`src/rtl/lab_pkg.sv`:
```
// Shared Lab/LMS path definitions: Q-format widths, stage payload structs and
// the 2^(k/64) mantissa table, which is generated at elaboration time.
package lab_pkg;

  localparam int LOG_W      = 16;
  localparam int LOG_INT_W  = 3;
  localparam int LIN_W      = 16;
  localparam int LIN_FRAC_W = 8;
  localparam int MANT_W     = 17;
  localparam int LUT_IDX_W  = 6;
  localparam int LUT_N      = (1 << LUT_IDX_W) + 1;
  localparam int LO_W       = LOG_W - LOG_INT_W - LUT_IDX_W;
  localparam int IDX_W      = LUT_IDX_W + 1;

  typedef struct packed {
    logic [LOG_INT_W-1:0] integ;
    logic [LUT_IDX_W-1:0] idx;
    logic [LO_W-1:0]      lo;
  } s1_t;

  typedef struct packed {
    logic [LOG_INT_W-1:0] integ;
    logic [MANT_W-1:0]    m;
  } s2_t;

  function automatic logic [127:0] isqrt128(input logic [127:0] x);
    logic [127:0] num, res, b;
    num = x;
    res = '0;
    b   = 128'd1 << 126;
    for (int i = 0; i < 64; i++) begin
      if (num >= res + b) begin
        num = num - (res + b);
        res = (res >> 1) + b;
      end else begin
        res = res >> 1;
      end
      b = b >> 2;
    end
    return res;
  endfunction

  // Entry k = round(2^(k/64) * 2^15). Roots 2^(1/2^j) are built by repeated
  // integer square roots in Q60, so the table carries no hand-typed constants.
  function automatic logic [LUT_N*MANT_W-1:0] mant_tbl();
    logic [6:1][127:0]         root;
    logic [127:0]              acc;
    logic [LUT_N*MANT_W-1:0]   tbl;
    tbl     = '0;
    root[1] = isqrt128(128'd2 << 120);
    for (int j = 2; j <= 6; j++) root[j] = isqrt128(root[j-1] << 60);
    for (int k = 0; k < LUT_N; k++) begin
      acc = 128'd1 << 60;
      if (k == LUT_N - 1) acc = 128'd2 << 60;
      else
        for (int j = 1; j <= 6; j++)
          if (k[6-j]) acc = (acc * root[j]) >> 60;
      tbl[k*MANT_W +: MANT_W] = MANT_W'((acc + (128'd1 << 44)) >> 45);
    end
    return tbl;
  endfunction

  localparam logic [LUT_N*MANT_W-1:0] MANT_TBL = mant_tbl();

endpackage

```
`src/rtl/exp2_mant_lut.sv`:
```
// Combinational mantissa table lookup: idx (0..64) -> Q2.15 value of 2^(idx/64).
module exp2_mant_lut
  import lab_pkg::*;
(
  input  logic [IDX_W-1:0]  i_idx,
  output logic [MANT_W-1:0] o_mant
);

  always_comb begin
    o_mant = '0;
    if (i_idx <= IDX_W'(LUT_N - 1)) o_mant = MANT_TBL[int'(i_idx)*MANT_W +: MANT_W];
  end

endmodule

```
`src/rtl/exp2_lms.sv`:
```
// Antilog for the Lab->RGB return path: Q3.13 log2 in, Q8.8 linear out, 3 stages.
// EXP2_INTERP_EN enables linear interpolation between table entries.
module exp2_lms
  import lab_pkg::*;
#(
  parameter int FRAC_LUT_BITS = 6,
  parameter int LAT           = 3
) (
  input  logic              i_clk,
  input  logic              i_rst,
  input  logic              i_valid,
  output logic              o_ready,
  input  logic [LOG_W-1:0]  i_log,
  output logic              o_valid,
  input  logic              i_ready,
  output logic [LIN_W-1:0]  o_lin
);

  localparam int SH_W     = MANT_W + (1 << LOG_INT_W) - 1;
  localparam int SCALE_SH = MANT_W - 2 - LIN_FRAC_W;
  localparam int RND      = 1 << (SCALE_SH - 1);

  logic              en, accept;
  logic [LAT:1]      vld_pipe_q, vld_pipe_d;
  s1_t               s1_q, s1_d;
  s2_t               s2_q, s2_d;
  logic [LIN_W-1:0]  lin_q, lin_d;
  logic [MANT_W-1:0] mant_a, m;
  logic [SH_W-1:0]   shifted, rounded;
  logic [LIN_W-1:0]  scaled;

  assign en      = !vld_pipe_q[LAT] || i_ready;
  assign accept  = i_valid && en;
  assign o_ready = en;
  assign o_valid = vld_pipe_q[LAT];
  assign o_lin   = lin_q;

`ifdef EXP2_INTERP_EN
  logic [MANT_W-1:0]      mant_b, diff;
  logic [MANT_W+LO_W-1:0] prod;

  exp2_mant_lut u_lut_a (.i_idx({1'b0, s1_q.idx}),         .o_mant(mant_a));
  exp2_mant_lut u_lut_b (.i_idx({1'b0, s1_q.idx} + 7'd1),  .o_mant(mant_b));

  always_comb begin
    diff = mant_b - mant_a;
    prod = {{LO_W{1'b0}}, diff} * {{MANT_W{1'b0}}, s1_q.lo};
    m    = mant_a + prod[MANT_W+LO_W-1:LO_W];
  end
`else
  logic unused_lo;

  // Nearest-entry rounding: the top bit of lo picks idx or idx+1.
  exp2_mant_lut u_lut_a (
    .i_idx ({1'b0, s1_q.idx} + {{LUT_IDX_W{1'b0}}, s1_q.lo[LO_W-1]}),
    .o_mant(mant_a)
  );

  assign m         = mant_a;
  assign unused_lo = ^s1_q.lo[LO_W-2:0];
`endif

  always_comb begin
    shifted = {{(SH_W-MANT_W){1'b0}}, s2_q.m} << s2_q.integ;
    rounded = (shifted + SH_W'(RND)) >> SCALE_SH;
    scaled  = (|rounded[SH_W-1:LIN_W]) ? '1 : rounded[LIN_W-1:0];
  end

  always_comb begin
    vld_pipe_d = vld_pipe_q;
    s1_d       = s1_q;
    s2_d       = s2_q;
    lin_d      = lin_q;
    if (en) begin
      vld_pipe_d = {vld_pipe_q[LAT-1:1], accept};
      s1_d.integ = i_log[LOG_W-1 -: LOG_INT_W];
      s1_d.idx   = i_log[LOG_W-LOG_INT_W-1 -: FRAC_LUT_BITS];
      s1_d.lo    = i_log[LOG_W-LOG_INT_W-FRAC_LUT_BITS-1:0];
      s2_d.integ = s1_q.integ;
      s2_d.m     = m;
      // o_lin moves only when a valid sample lands on the output
      if (vld_pipe_q[LAT-1]) lin_d = scaled;
    end
  end

  always_ff @(posedge i_clk) begin
    if (i_rst) begin
      vld_pipe_q <= '0;
      s1_q       <= '0;
      s2_q       <= '0;
      lin_q      <= '0;
    end else begin
      vld_pipe_q <= vld_pipe_d;
      s1_q       <= s1_d;
      s2_q       <= s2_d;
      lin_q      <= lin_d;
    end
  end

endmodule

```
`config.mk`:
```
export PLATFORM = sky130hd
export DESIGN_NAME = exp2_lms
export DESIGN_NICKNAME = d
export VERILOG_FILES = /design/src/rtl/lab_pkg.sv /design/src/rtl/exp2_mant_lut.sv /design/src/rtl/exp2_lms.sv
export SDC_FILE = /design/constraint.sdc
export NUM_CORES = 1
export LEC_CHECK = 0
export CORE_AREA = 2 2 96 98
export DETAILED_ROUTE_END_ITERATION = 8
export DIE_AREA = 0 0 98 100
export PLACE_DENSITY = 0.69
export SLEW_MARGIN = 10
export SYNTH_ARGS = -nofsm -noshare
export SYNTH_HDL_FRONTEND = slang
export SYNTH_SLANG_ARGS = --single-unit
```
`constraint.sdc`:
```
create_clock -name i_clk -period 3.5 [get_ports i_clk]
set_input_delay 0.35 -clock i_clk [delete_from_list [all_inputs] [get_ports i_clk]]
set_output_delay 0.35 -clock i_clk [all_outputs]
set_load 0.02 [all_outputs]
```
Word-level counts from Yosys, hierarchy flattened
Cells that the tools add are included.
{"block": "totals", "reg_bits": 55, "input_bits": 20}
{"block": "op_classes", "multipliers": 1, "reduce_logical": 4, "n_shift": 2, "muxes": 2, "magnitude_cmp": 1, "n_addsub": 2}
{"cell": "$shiftx A1105 B32 Y17 const A", "n": 1}
{"cell": "$add A24 B7 Y24 const B", "n": 1}
{"cell": "$shl A17 B3 Y24", "n": 1}
{"cell": "$mux W17", "n": 1}
{"cell": "$mux W16", "n": 1}
{"cell": "$mul A7 B5 Y12 const B", "n": 1}
{"cell": "$add A6 B1 Y7", "n": 1}
{"cell": "$le A7 B7 Y1 const B", "n": 1}
{"cell": "$reduce_and A2 Y1", "n": 1}
{"cell": "$logic_and A1 B1 Y1", "n": 1}
{"cell": "$logic_not A1 Y1", "n": 1}
{"cell": "$logic_or A1 B1 Y1", "n": 1}

Depth between registers and ports, before layout
Gate-level depths: netlist (run 1).
{"block": "logic_depth", "ltp_word": 4, "mapped_depth": 12, "ltp_nobuf": 10}

Cells and area by module
From an unflattened synthesis (run 1), not the netlist that was laid out.
{"block": "hier_totals", "hier_cells": 593, "area_unflattened_um2": 4593.2}
{"module": "exp2_lms", "area_each_um2": 3078.0, "cells_each": 370, "n_inst": 1}
{"module": "exp2_mant_lut", "area_each_um2": 1515.2, "cells_each": 223, "n_inst": 1}

Least setup slack after synthesis (run 1)
OpenSTA, ideal clock, no wires.
{"block": "synth_timing", "path_type": "register -> register", "from": "register s1_q[6] (netlist name)", "to": "register s2_q[11] (netlist name)", "synth_period_minus_slack_ns": 2.721, "slack_ns": 0.779, "setup_ns": 0.117, "path_buffers": 2, "t_required_ns": 3.383, "arrival_time_ns": 2.604, "stages_incl_launch_ff": 11, "path_cell_list": "dfxtp_1 -> ha_1 -> ha_1 -> xnor2_1 -> inv_1 -> clkbuf_1 -> clkbuf_1 -> ha_1 -> o211ai_1 -> o311ai_0 -> a32o_1"}
{"block": "synth_between", "elab_chain_cells": 4, "word_cells_on_any_way": 5}
{"item": "start, declared", "line_no": "exp2_lms.sv:25", "text": "s1_t s1_q, s1_d;"}
{"item": "start signal, assigned", "line_no": "exp2_lms.sv:89", "text": "s1_q <= '0;"}
{"item": "start signal, assigned", "line_no": "exp2_lms.sv:94", "text": "s1_q <= s1_d;"}
{"item": "$add A6 B1 Y7 (*)", "line_no": "exp2_lms.sv:55", "text": ".i_idx ({1'b0, s1_q.idx} + {{LUT_IDX_W{1'b0}}, s1_q.lo[LO_W-1]}),"}
{"item": "$mul A7 B5 Y12", "line_no": "exp2_mant_lut.sv:11", "text": "if (i_idx <= IDX_W'(LUT_N - 1)) o_mant = MANT_TBL[int'(i_idx)*MANT_W +: MANT_W];"}
{"item": "$shiftx A1105 B32 Y17", "line_no": "exp2_mant_lut.sv:11"}
{"item": "$mux W17 (*)", "line_no": "exp2_mant_lut.sv:11"}
{"item": "end signal, assigned", "line_no": "exp2_lms.sv:90", "text": "s2_q <= '0;"}
{"item": "end signal, assigned", "line_no": "exp2_lms.sv:95", "text": "s2_q <= s2_d;"}
{"item": "end, declared", "line_no": "exp2_lms.sv:26", "text": "s2_t s2_q, s2_d;"}
Mark *: on every way between the ends. The rest lies on a longest branch, timed or not.
A chain may end at the register's enable or synchronous reset.

Final worst setup path (run 1)
{"block": "layout_timing", "from": "register s2_q[18] (netlist name)", "to": "register lin_q[0] (netlist: o_lin[0])"}
{"block": "layout_between", "elab_chain_cells": 3}
{"item": "$shl A17 B3 Y24", "line_no": "exp2_lms.sv:64", "text": "shifted = {{(SH_W-MANT_W){1'b0}}, s2_q.m} << s2_q.integ;"}
{"item": "$add A24 B7 Y24", "line_no": "exp2_lms.sv:65", "text": "rounded = (shifted + SH_W'(RND)) >> SCALE_SH;"}
{"item": "$mux W16", "line_no": "exp2_lms.sv:66", "text": "scaled = (|rounded[SH_W-1:LIN_W]) ? '1 : rounded[LIN_W-1:0];"}
{"item": "end signal, assigned", "line_no": "exp2_lms.sv:96", "text": "lin_q <= lin_d;"}
{"item": "end, declared", "line_no": "exp2_lms.sv:27", "text": "logic [LIN_W-1:0] lin_q, lin_d;"}
Every way passes these cells.

==> metrics, run 1 <==
clk sink count 49; Peak VDD IR 0.179 mV; Post-Syn Area 4270 sq um; Post-synth top cells nand2_1 (86), nor2_1 (62), dfxtp_1 (49), clkbuf_1 (36), a21oi_1 (35); core footprint 8890 sq um; via-per-instance ratio between 6 and 7; initial DRC count 307; Antenna Violating Nets Remaining 0; post-CTS sizing 0; worst reg2reg path startpoint s2_q[18]; # diodes 0; worst skew pair latency 0.30 ns; Syn Inst Count 562; Post-Synth Simple-Gate Area 21.4%; number of antenna violations at the first check in global routing 0; setup slack, reg-to-reg 0.46 ns; synth-to-layout area growth 12.8%; FP Rows 35; Cell Pwr Density 352 nW/um^2; largest cells by area after synthesis dfxtp_1 (23%), nand2_1 (7.6%), mux4_2 (6.3%); DR vias 4273; setup slack after layout roughly 0.46 ns; share of the synthesized area in the top cell type 23.0%; all-layer global routing usage between 20 and 25%; Avg Inst Size Synth 7.60 sq um; min Tclk post-route roughly 3.0 ns; Die W 98 um; Mapped Nets 597; hold wc startpoint s1_q[14]; Placer Congestion 1.00; Port-buffer cells 31; Clock Tree Buf Depth 2; #FFs+latches synth 49; DIE HEIGHT around 100 um; final wirelength 11400 um; DRT Pass-1 Iters 5; largest net degree at the start of global routing 37; largest family of logic cells by synthesized area compound AO/OA/AOI/OAI gates; FF-to-FF path depth 8; Compound-Gate Fraction of Synth Area 27.4%; total of max-cap violations 0; fill count 850; ys flop type dfxtp_1; Register Area 981 sq um; WS Path Type reg2reg; outcome completed; skew final 0.00855 ns; postcts setup bufs 0; CTS clk-pin slew, worst paths 0.10 ns; dominant cell type by area after synthesis dfxtp_1; Final Hold Viols 0; worst r2r dst o_lin[0]; worst-path fanout max 22; post-synthesis adder-cell area fraction 4.63%; post-synthesis xor/xnor area fraction 4.10%; H-tree depth 2; grt met2 use 39.7%; max frequency 0.329 GHz; TritonCTS Buffers 5; Critical Path Sink Type register; gr busiest metal met2; DRC 0; post-synthesis cell type count 61; Post-synth ARST share 0%; Worst EP required ~3.7 ns; fin. max-slew vios 0; first-pass GRT wire length roughly 19000 um; fin nets 608; boundary pin count 38; Crit. Startpoint s2_q[18]; pre-CTS WS 0.463 ns; WP data arrival 3.26 ns; vias in the first global route 3808; average wire per standard cell 16.7 um; Hold Crit Class reg2reg; Startpoint Class register; cts hold-fix bufs 0; count leader, synth nand2_1; Seq/Total Area, Yosys 23.0%; initial core utilization 48.0%; clock root buffer clkbuf_8; die area 9800 sq um; DP HPWL roughly 8400 um; layout cell share with drive strength beyond 1 11.7%; normalized max-slew margin 40.7%; post-synthesis mux area share 13.0%; global route overflow 0; Final TNS setup 0 ns; EDFF count, synth 0; Ys Warns 0; Critical Path Sink o_lin[0]; setup violators final 0; area of the multi-input gates 3040 sq um; CTS tree done; grt met1 use 30.3%; unrepaired setup endpoints after global routing false; GR Util met3 2.92%; final period utilization 86.8%; Pleak about 1.7 nW; Slew @ Worst Pin 0.883 ns
power by group:
group	total, mW	switching (mW)	internal (mW)
clock	0.487	0.199	0.288
sequential	0.646	0.0477	0.598
combinational	0.564	0.323	0.241
total	1.70	0.570	1.13
registers in the layout, summed over array words and instances, names as in the netlist:
name and count:
s2_q 20, o_lin 16, s1_q 10, vld_pipe_q 3
layout make-up:
| class | count | area share, % |
|---|---|---|
| Multi-Input combinational cell | 454 | 63.0 |
| Sequential cell | 49 | 20.4 |
| Timing Repair Buffer | 56 | 10.3 |
| Tap cell | 111 | 2.88 |
| Clock buffer | 5 | 1.43 |
| Clock inverter | 3 | 1.43 |
| Inverter | 7 | 0.545 |
worst min-delay path by stage:
| stage | slack [ns] | endpoint | cells past startpoint |
|---|---|---|---|
| floorplan | 0.43 | s1_q[13] | 2 |
| CTS | 0.46 | s1_q[14] | 2 |
| global route | 0.48 | s2_q[19] | 2 |
| finish | 0.46 | s1_q[14] | 2 |
| global placement | 0.44 | s1_q[15] | 2 |
| detailed placement | 0.45 | s1_q[14] | 2 |
critical path, cell delays in order (launching register included):
cell and delay (ns):
dfxtp_1 0.67, buf_4 0.36, mux2_2 0.21, mux2_2 0.14, a32oi_1 0.10, or4_1 0.68
o31a_1 0.36, buf_4 0.20, a211oi_1 0.23
cells by family (layout without fill, tap and decap cells):
family / Yosys count / count (layout)
AOI/OAI and AO/OA: 170 / 170
xor gates and xnor gates: 20 / 20
adders and majority gates: 16 / 16
buffers and inverters: 59 / 71
DFF: 49 / 49
muxes: 39 / 39
and+or+nand+nor: 209 / 209
per-stage QoR:
step / cells / hold slack [ns] / area (sq um) / util [%] / total power [mW]
floorplan: 562 / 0.432 / 4270 / - / 1.05
global placement: 677 / 0.438 / 4680 / 52.6 / 1.20
detailed placement: 677 / 0.447 / 4680 / 52.6 / 1.21
CTS: 685 / 0.462 / 4820 / 54.2 / 1.70
global route: 685 / 0.480 / 4820 / 54.2 / 1.79
finish: 685 / 0.458 / 4820 / 54.2 / 1.70
cells in the final DEF, fill, tap and decap left out, types with 6 or more instances in the layout:
master and instances:
o211ai_1 10, o21ai_0 31, xor2_1 8, a32o_1 10, dfxtp_1 49, ha_1 15
clkdlybuf4s50_1 31, mux2_2 13, a21oi_1 35, a211oi_1 32, o221ai_1 6, buf_4 25
nand2_1 86, xnor2_1 9, mux4_2 12, nand3_1 15, mux2i_1 14, nor2_1 62
nor3_1 15, a31oi_1 9
layer usage:
layer	share of wire [%]	wire [um]
met4	2.2	255
met3	7.3	838
met2	49	5640
met5	0	0
met1	41	4680
Note: power is estimated with default switching activity, not from simulation.
==> run 2, diff against run 1 <==
SKIP_CTS_REPAIR_TIMING = 1   (was unset)
==> results of run 2 <==
The final DEF is identical to that of run 1; final timing and power are the same.
